==> src/rtl/multicycle_ctrl.sv <==
`timescale 1ns/1ps
`default_nettype none
// ============================================================================
//  Module      : multicycle_ctrl
//  Description : Control FSM for a multicycle RV32-style datapath. Sequences
//                FETCH/DECODE/EXEC/MEM/WB, decodes ALU operations, drives
//                memory handshakes, traps on unknown opcodes and counts
//                retired instructions.
//  Revision    : 1.0  initial release
// ============================================================================
module multicycle_ctrl #(
    parameter int WIDTH  = 32,
    parameter int ALU_OP = 4
) (
    input  logic              clk,
    input  logic              rst_n,
    input  logic [6:0]        opcode,
    input  logic [2:0]        funct3,
    input  logic              funct7_5,
    input  logic              alu_zero,
    input  logic              mem_ready,
    output logic              mem_req,
    output logic              mem_we,
    output logic              ir_we,
    output logic              pc_we,
    output logic              reg_we,
    output logic              addr_sel,
    output logic              alu_src_a,
    output logic              alu_src_b,
    output logic              pc_sel,
    output logic [1:0]        wb_sel,
    output logic [ALU_OP-1:0] alu_op,
    output logic [2:0]        state,
    output logic              illegal,
    output logic              retire,
    output logic [WIDTH-1:0]  instret
);

    typedef enum logic [2:0] {
        S_FETCH  = 3'd0,
        S_DECODE = 3'd1,
        S_EXEC   = 3'd2,
        S_MEM    = 3'd3,
        S_WB     = 3'd4,
        S_TRAP   = 3'd5
    } state_t;

    localparam logic [6:0] c_OP_R   = 7'b0110011;
    localparam logic [6:0] c_OP_I   = 7'b0010011;
    localparam logic [6:0] c_OP_LD  = 7'b0000011;
    localparam logic [6:0] c_OP_ST  = 7'b0100011;
    localparam logic [6:0] c_OP_BR  = 7'b1100011;
    localparam logic [6:0] c_OP_JAL = 7'b1101111;

    localparam logic [ALU_OP-1:0] c_ALU_ADD = ALU_OP'(0);
    localparam logic [ALU_OP-1:0] c_ALU_SUB = ALU_OP'(1);
    localparam logic [ALU_OP-1:0] c_ALU_AND = ALU_OP'(2);
    localparam logic [ALU_OP-1:0] c_ALU_OR  = ALU_OP'(3);
    localparam logic [ALU_OP-1:0] c_ALU_XOR = ALU_OP'(4);
    localparam logic [ALU_OP-1:0] c_ALU_SLT = ALU_OP'(5);
    localparam logic [ALU_OP-1:0] c_ALU_SLL = ALU_OP'(6);
    localparam logic [ALU_OP-1:0] c_ALU_SRL = ALU_OP'(7);
    localparam logic [ALU_OP-1:0] c_ALU_SRA = ALU_OP'(8);

    localparam logic [WIDTH-1:0] c_INSTRET_ONE = {{(WIDTH-1){1'b0}}, 1'b1};

    state_t           r_state;
    state_t           w_next;
    logic             r_illegal;
    logic [WIDTH-1:0] r_instret;

    logic w_is_r, w_is_i, w_is_ld, w_is_st, w_is_br, w_is_jal, w_known;
    logic w_taken;
    logic [ALU_OP-1:0] w_alu_fn;

    assign w_is_r   = (opcode == c_OP_R);
    assign w_is_i   = (opcode == c_OP_I);
    assign w_is_ld  = (opcode == c_OP_LD);
    assign w_is_st  = (opcode == c_OP_ST);
    assign w_is_br  = (opcode == c_OP_BR);
    assign w_is_jal = (opcode == c_OP_JAL);
    assign w_known  = w_is_r | w_is_i | w_is_ld | w_is_st | w_is_br | w_is_jal;

    // Only BEQ and BNE are supported; every other branch funct3 falls through.
    assign w_taken = ((funct3 == 3'b000) &&  alu_zero) ||
                     ((funct3 == 3'b001) && !alu_zero);

    // ALU function for R/I arithmetic; funct7_5 selects SUB only for R-type.
    always_comb begin
        w_alu_fn = c_ALU_ADD;
        case (funct3)
            3'b000:  w_alu_fn = (w_is_r && funct7_5) ? c_ALU_SUB : c_ALU_ADD;
            3'b111:  w_alu_fn = c_ALU_AND;
            3'b110:  w_alu_fn = c_ALU_OR;
            3'b100:  w_alu_fn = c_ALU_XOR;
            3'b010:  w_alu_fn = c_ALU_SLT;
            3'b001:  w_alu_fn = c_ALU_SLL;
            3'b101:  w_alu_fn = funct7_5 ? c_ALU_SRA : c_ALU_SRL;
            default: w_alu_fn = c_ALU_ADD;
        endcase
    end

    // Next-state and datapath strobe decode; everything forced idle in reset.
    always_comb begin
        w_next    = r_state;
        mem_req   = 1'b0;
        mem_we    = 1'b0;
        ir_we     = 1'b0;
        pc_we     = 1'b0;
        reg_we    = 1'b0;
        addr_sel  = 1'b0;
        alu_src_a = 1'b0;
        alu_src_b = 1'b0;
        pc_sel    = 1'b0;
        wb_sel    = 2'b00;
        alu_op    = c_ALU_ADD;
        retire    = 1'b0;
        case (r_state)
            S_FETCH: begin
                mem_req = 1'b1;
                if (mem_ready) begin
                    ir_we  = 1'b1;
                    pc_we  = 1'b1;
                    w_next = S_DECODE;
                end
            end
            S_DECODE: begin
                w_next = w_known ? S_EXEC : S_TRAP;
            end
            S_EXEC: begin
                if (w_is_r) begin
                    alu_op = w_alu_fn;
                    w_next = S_WB;
                end else if (w_is_i) begin
                    alu_src_b = 1'b1;
                    alu_op    = w_alu_fn;
                    w_next    = S_WB;
                end else if (w_is_ld || w_is_st) begin
                    alu_src_b = 1'b1;
                    w_next    = S_MEM;
                end else if (w_is_br) begin
                    alu_op = c_ALU_SUB;
                    if (w_taken) begin
                        pc_we  = 1'b1;
                        pc_sel = 1'b1;
                    end
                    w_next = S_FETCH;
                end else if (w_is_jal) begin
                    alu_src_a = 1'b1;
                    alu_src_b = 1'b1;
                    pc_we     = 1'b1;
                    pc_sel    = 1'b1;
                    w_next    = S_WB;
                end else begin
                    // Instruction register changed under us after DECODE.
                    w_next = S_TRAP;
                end
            end
            S_MEM: begin
                mem_req  = 1'b1;
                addr_sel = 1'b1;
                mem_we   = w_is_st;
                if (mem_ready) begin
                    w_next = w_is_st ? S_FETCH : S_WB;
                end
            end
            S_WB: begin
                reg_we = 1'b1;
                if (w_is_ld) begin
                    wb_sel = 2'b01;
                end else if (w_is_jal) begin
                    wb_sel = 2'b10;
                end
                w_next = S_FETCH;
            end
            S_TRAP: begin
                w_next = S_TRAP;
            end
            default: begin
                w_next = S_FETCH;
            end
        endcase

        retire = (w_next == S_FETCH) && (r_state inside {S_EXEC, S_MEM, S_WB});

        // Reset must kill an in-flight handshake without waiting for a clock.
        if (!rst_n) begin
            mem_req   = 1'b0;
            mem_we    = 1'b0;
            ir_we     = 1'b0;
            pc_we     = 1'b0;
            reg_we    = 1'b0;
            addr_sel  = 1'b0;
            alu_src_a = 1'b0;
            alu_src_b = 1'b0;
            pc_sel    = 1'b0;
            wb_sel    = 2'b00;
            alu_op    = c_ALU_ADD;
            retire    = 1'b0;
        end
    end

    // State register, sticky trap flag and retired-instruction counter.
    always_ff @(posedge clk or negedge rst_n) begin
        if (!rst_n) begin
            r_state   <= S_FETCH;
            r_illegal <= 1'b0;
            r_instret <= '0;
        end else begin
            r_state   <= w_next;
            r_illegal <= (w_next == S_TRAP);
            if (retire) begin
                r_instret <= r_instret + c_INSTRET_ONE;
            end
        end
    end

    assign state   = r_state;
    assign illegal = r_illegal;
    assign instret = r_instret;

endmodule
`default_nettype wire

==> config.mk <==
export PLATFORM = sky130hd
export DESIGN_NAME = multicycle_ctrl
export DESIGN_NICKNAME = d
export VERILOG_FILES = /design/src/rtl/multicycle_ctrl.sv
export SDC_FILE = /design/constraint.sdc
export NUM_CORES = 1
export LEC_CHECK = 0
export ABC_CLOCK_PERIOD_IN_PS = 4300
export CAP_MARGIN = 20
export CORE_UTILIZATION = 51
export DETAILED_ROUTE_END_ITERATION = 10
export PLACE_DENSITY = 0.95
export REMOVE_ABC_BUFFERS = 1
export SYNTH_ARGS = -nofsm -noshare
export SYNTH_HDL_FRONTEND = slang
export SYNTH_SLANG_ARGS = --single-unit
==> constraint.sdc <==
create_clock -name clk -period 4.3 [get_ports clk]
set_clock_uncertainty 0.05 [all_clocks]
set_input_delay 0.86 -clock clk [delete_from_list [all_inputs] [get_ports clk]]
set_output_delay 0.86 -clock clk [all_outputs]
set_load 0.03 [all_outputs]
==> flow_summary.yaml <==
worst_setup_path:
  rrSetupSlack_ns: 1.98
  path_max_fanout: 7
  required_ns: 3.39
  r2r_cells: 6
  crit_start: "opcode[3]"
  r2r_start: "state[1]"
  r2r_end: "instret[31]"
  crit_path_start_kind: "input port"
  crit_path_end_kind: "primary output"
  endpoint: "alu_op[0]"
  worstSetupPathType: "input port to primary output"
  arrival_ns: 3.11
floorplan:
  die_area_sq_um: 4560
  rows: 23
  die_h_um: 67.5
  die_w_um: 67.5
  initial_core_util_pct: 53.9
  core_region_area_sq_um: 4060
  io_pins: 67
placed_design:
  place_congestion: 0.889
  hpwl_mm: 4.05
  numPortBuffers: 66
  dp.cells: 347
sta:
  max_slew.worst_pin.slew_ns: 0.659
  rsz0062_at_grt: "no"
  hold_viol: 0
  finalMaxSlewViolations: 0
  period_needed_ns: 4.02
  whs_ns: 0.339
  final.period_utilization_pct: 93.5
  max_freq_mhz: 249
  max_slew_margin_pct: 55.8
  setup_viol: 0
global_route:
  grt_max_degree: 35
  grt_util_met3_pct: 4.39
  overflow: 0
  track_usage_pct: 25.7
  grt_pass1_wl_mm: 8.78
  antenna_found_initial: 0
  use_met2_pct: 41.7
  grt_use_met1_pct: 32.9
  grt_pass1_vias: 1954
  grt.busiest_layer: "met2"
detailed_routing:
  vias_per_cell: 5.89
  drt_iter0_drc: 138
  dr.pass1.iters: 4
  vias: 2092
  wire_per_inst_um: 15.4
  drc_errors: 0
  drtAntennaViolNets: 0
  wl_mm: 5.47
clocking:
  clk_path_buf_depth: 2
  insertion_delay_ns: 0.30
  cts-resized-gates: 0
  cts_tree: "yes"
  cts_root_buffer: "clkbuf_8"
  htree_levels: 2
  cts_buffers: 5
  cts_sinks: 36
  hold_buffers: 0
  post_cts_buffers: 0
  path_clk_slew_ns: 0.08
run_status:
  status: "finished, final reports clean"
finish:
  final_cells: 355
  diodes: 0
  multi_input_area_sq_um: 1200
  final_cell_mix: "clkdlybuf4s50_1, dfrtp_1, xor2_1, nor3_1, nand2_1"
  final_common_cell: "clkdlybuf4s50_1"
  seq_area_sq_um: 901
  drive_above_1_share_pct: 9.18
  area_growth_pct: 36.8
  fillers: 288
  final_net_count: 320
hold_path:
  hold_path_class: "input port to async pin"
synth:
  synth-main-ff-cell: "dfrtp_1"
  synth.top_cell.area_share_pct: 41.2
  yosysSeqAreaShare_pct: 41.2
  yosys_warnings: 0
  syn_area_sq_um: 2190
  yosysUniqueCellTypes: 48
  synth_seq_cells: 36
  synthCells: 236
  synth_top_area_cell: "dfrtp_1"
  synth_edf_count: 0
  postSynthAreaPerCell_sq_um: 9.27
  synthArstFlopShare_pct: 100
  ys_top_cells_by_area: "dfrtp_1, xor2_1, nor3_1"
power_and_ir_drop:
  p_total_w: 0.000684
  powerDensity_nw_per_um2: 228
  swShare_pct: 22.8
  clockPowerShare_pct: 44.5
  p_comb_share_pct: 6.1
  seqPwrFrac_pct: 49.5
  p_leak_nw: 1.29
  p_int_w: 0.000528
  power.switching_w: 0.000156
  peakVddDrop_v: 0.000235
run:
  max-cap-violations: 0
==> cells in the mapped netlist (2+ instances only) <==
cell type  number
o21ai_0         2
nand3b_1        2
nand4_1         5
nand3_1        10
buf_2           6
o2111ai_2       2
xnor2_1         6
mux2_2          2
inv_1          11
or3_1           3
a211oi_1        2
nor3b_1         5
nor2b_1         4
nand2_1        19
o2111ai_1       2
a21oi_1         9
nor2_1         14
and3_1          5
dfrtp_1        36
xor2_1         27
nor4_1         10
nor3_1         24
nand4bb_1       2
clkbuf_1        2
nor4b_1         3
==> critical path, cell delays in order <==
cell and delay (ns):
clkdlybuf4s50_1 0.47, nand4bb_1 0.33, nor3b_4 0.36, o21ai_0 0.16
a21oi_1 0.22, clkdlybuf4s50_1 0.70
==> kinds of logic after synthesis <==
group,Yosys count,share of synthesized area (%)
compound gates,28,9.83
xor+xnor,33,13.2
fa+ha+maj,1,0.572
buf+inv,20,3.77
flops,36,41.2
mux,2,1.03
simple gates,116,30.4
==> power groups by stage <==
stage / combinational (W) / sequential (W) / clock [W]
after floorplan: 0.0000114 / 0.000345 / 0
after global placement: 0.0000403 / 0.000345 / 0
after detailed placement: 0.0000410 / 0.000345 / 0
after CTS: 0.0000411 / 0.000338 / 0.000306
after global routing: 0.0000448 / 0.000338 / 0.000318
final: 0.0000414 / 0.000338 / 0.000304
==> cell type report <==
class | count | share of cell area [%]
Timing Repair Buffer | 70 | 22.5
Clock buffer | 5 | 2.30
Sequential cell | 36 | 30.1
Tap cell | 50 | 2.09
Multi-Input combinational cell | 180 | 40.2
Clock inverter | 3 | 1.42
Inverter | 11 | 1.38
==> metal layers <==
| metal | vias up | share of wire [%] | wire (um) |
|---|---|---|---|
| li1 | 990 | - | - |
| met1 | 1022 | 44 | 2420 |
| met2 | 65 | 48 | 2640 |
| met3 | 15 | 4.5 | 247 |
| met4 | 0 | 2.8 | 153 |
| met5 | - | 0 | 0 |
==> flip-flops by register name, indices dropped and copies added (netlist names) <==
| signal | cells |
|---|---|
| illegal | 1 |
| state | 3 |
| instret | 32 |
==> per-stage QoR <==
stage	setup TNS, ns	setup slack [ns]	util [%]	cell area, sq um
6_report	0	0.281	73.8	2990
3_3_place_gp	0	0.383	71.0	2880
2_1_floorplan	-0.00319	-0.00319	-	2150
4_1_cts	0	0.301	73.8	2990
5_1_grt	0	0.145	73.8	2990
3_5_place_dp	0	0.302	71.0	2880
==> worst min path at each step <==
stage / from / endpoint / slack (ns) / cells past startpoint
floorplan: rst_n / illegal / 0.51 / 0
global placement: instret[31] / instret[31] / 0.41 / 1
detailed placement: instret[31] / instret[31] / 0.42 / 1
CTS: rst_n / state[2] / 0.33 / 1
global route: rst_n / state[2] / 0.34 / 1
finish: rst_n / state[2] / 0.34 / 1
Note: power is estimated with default switching activity, not from simulation.
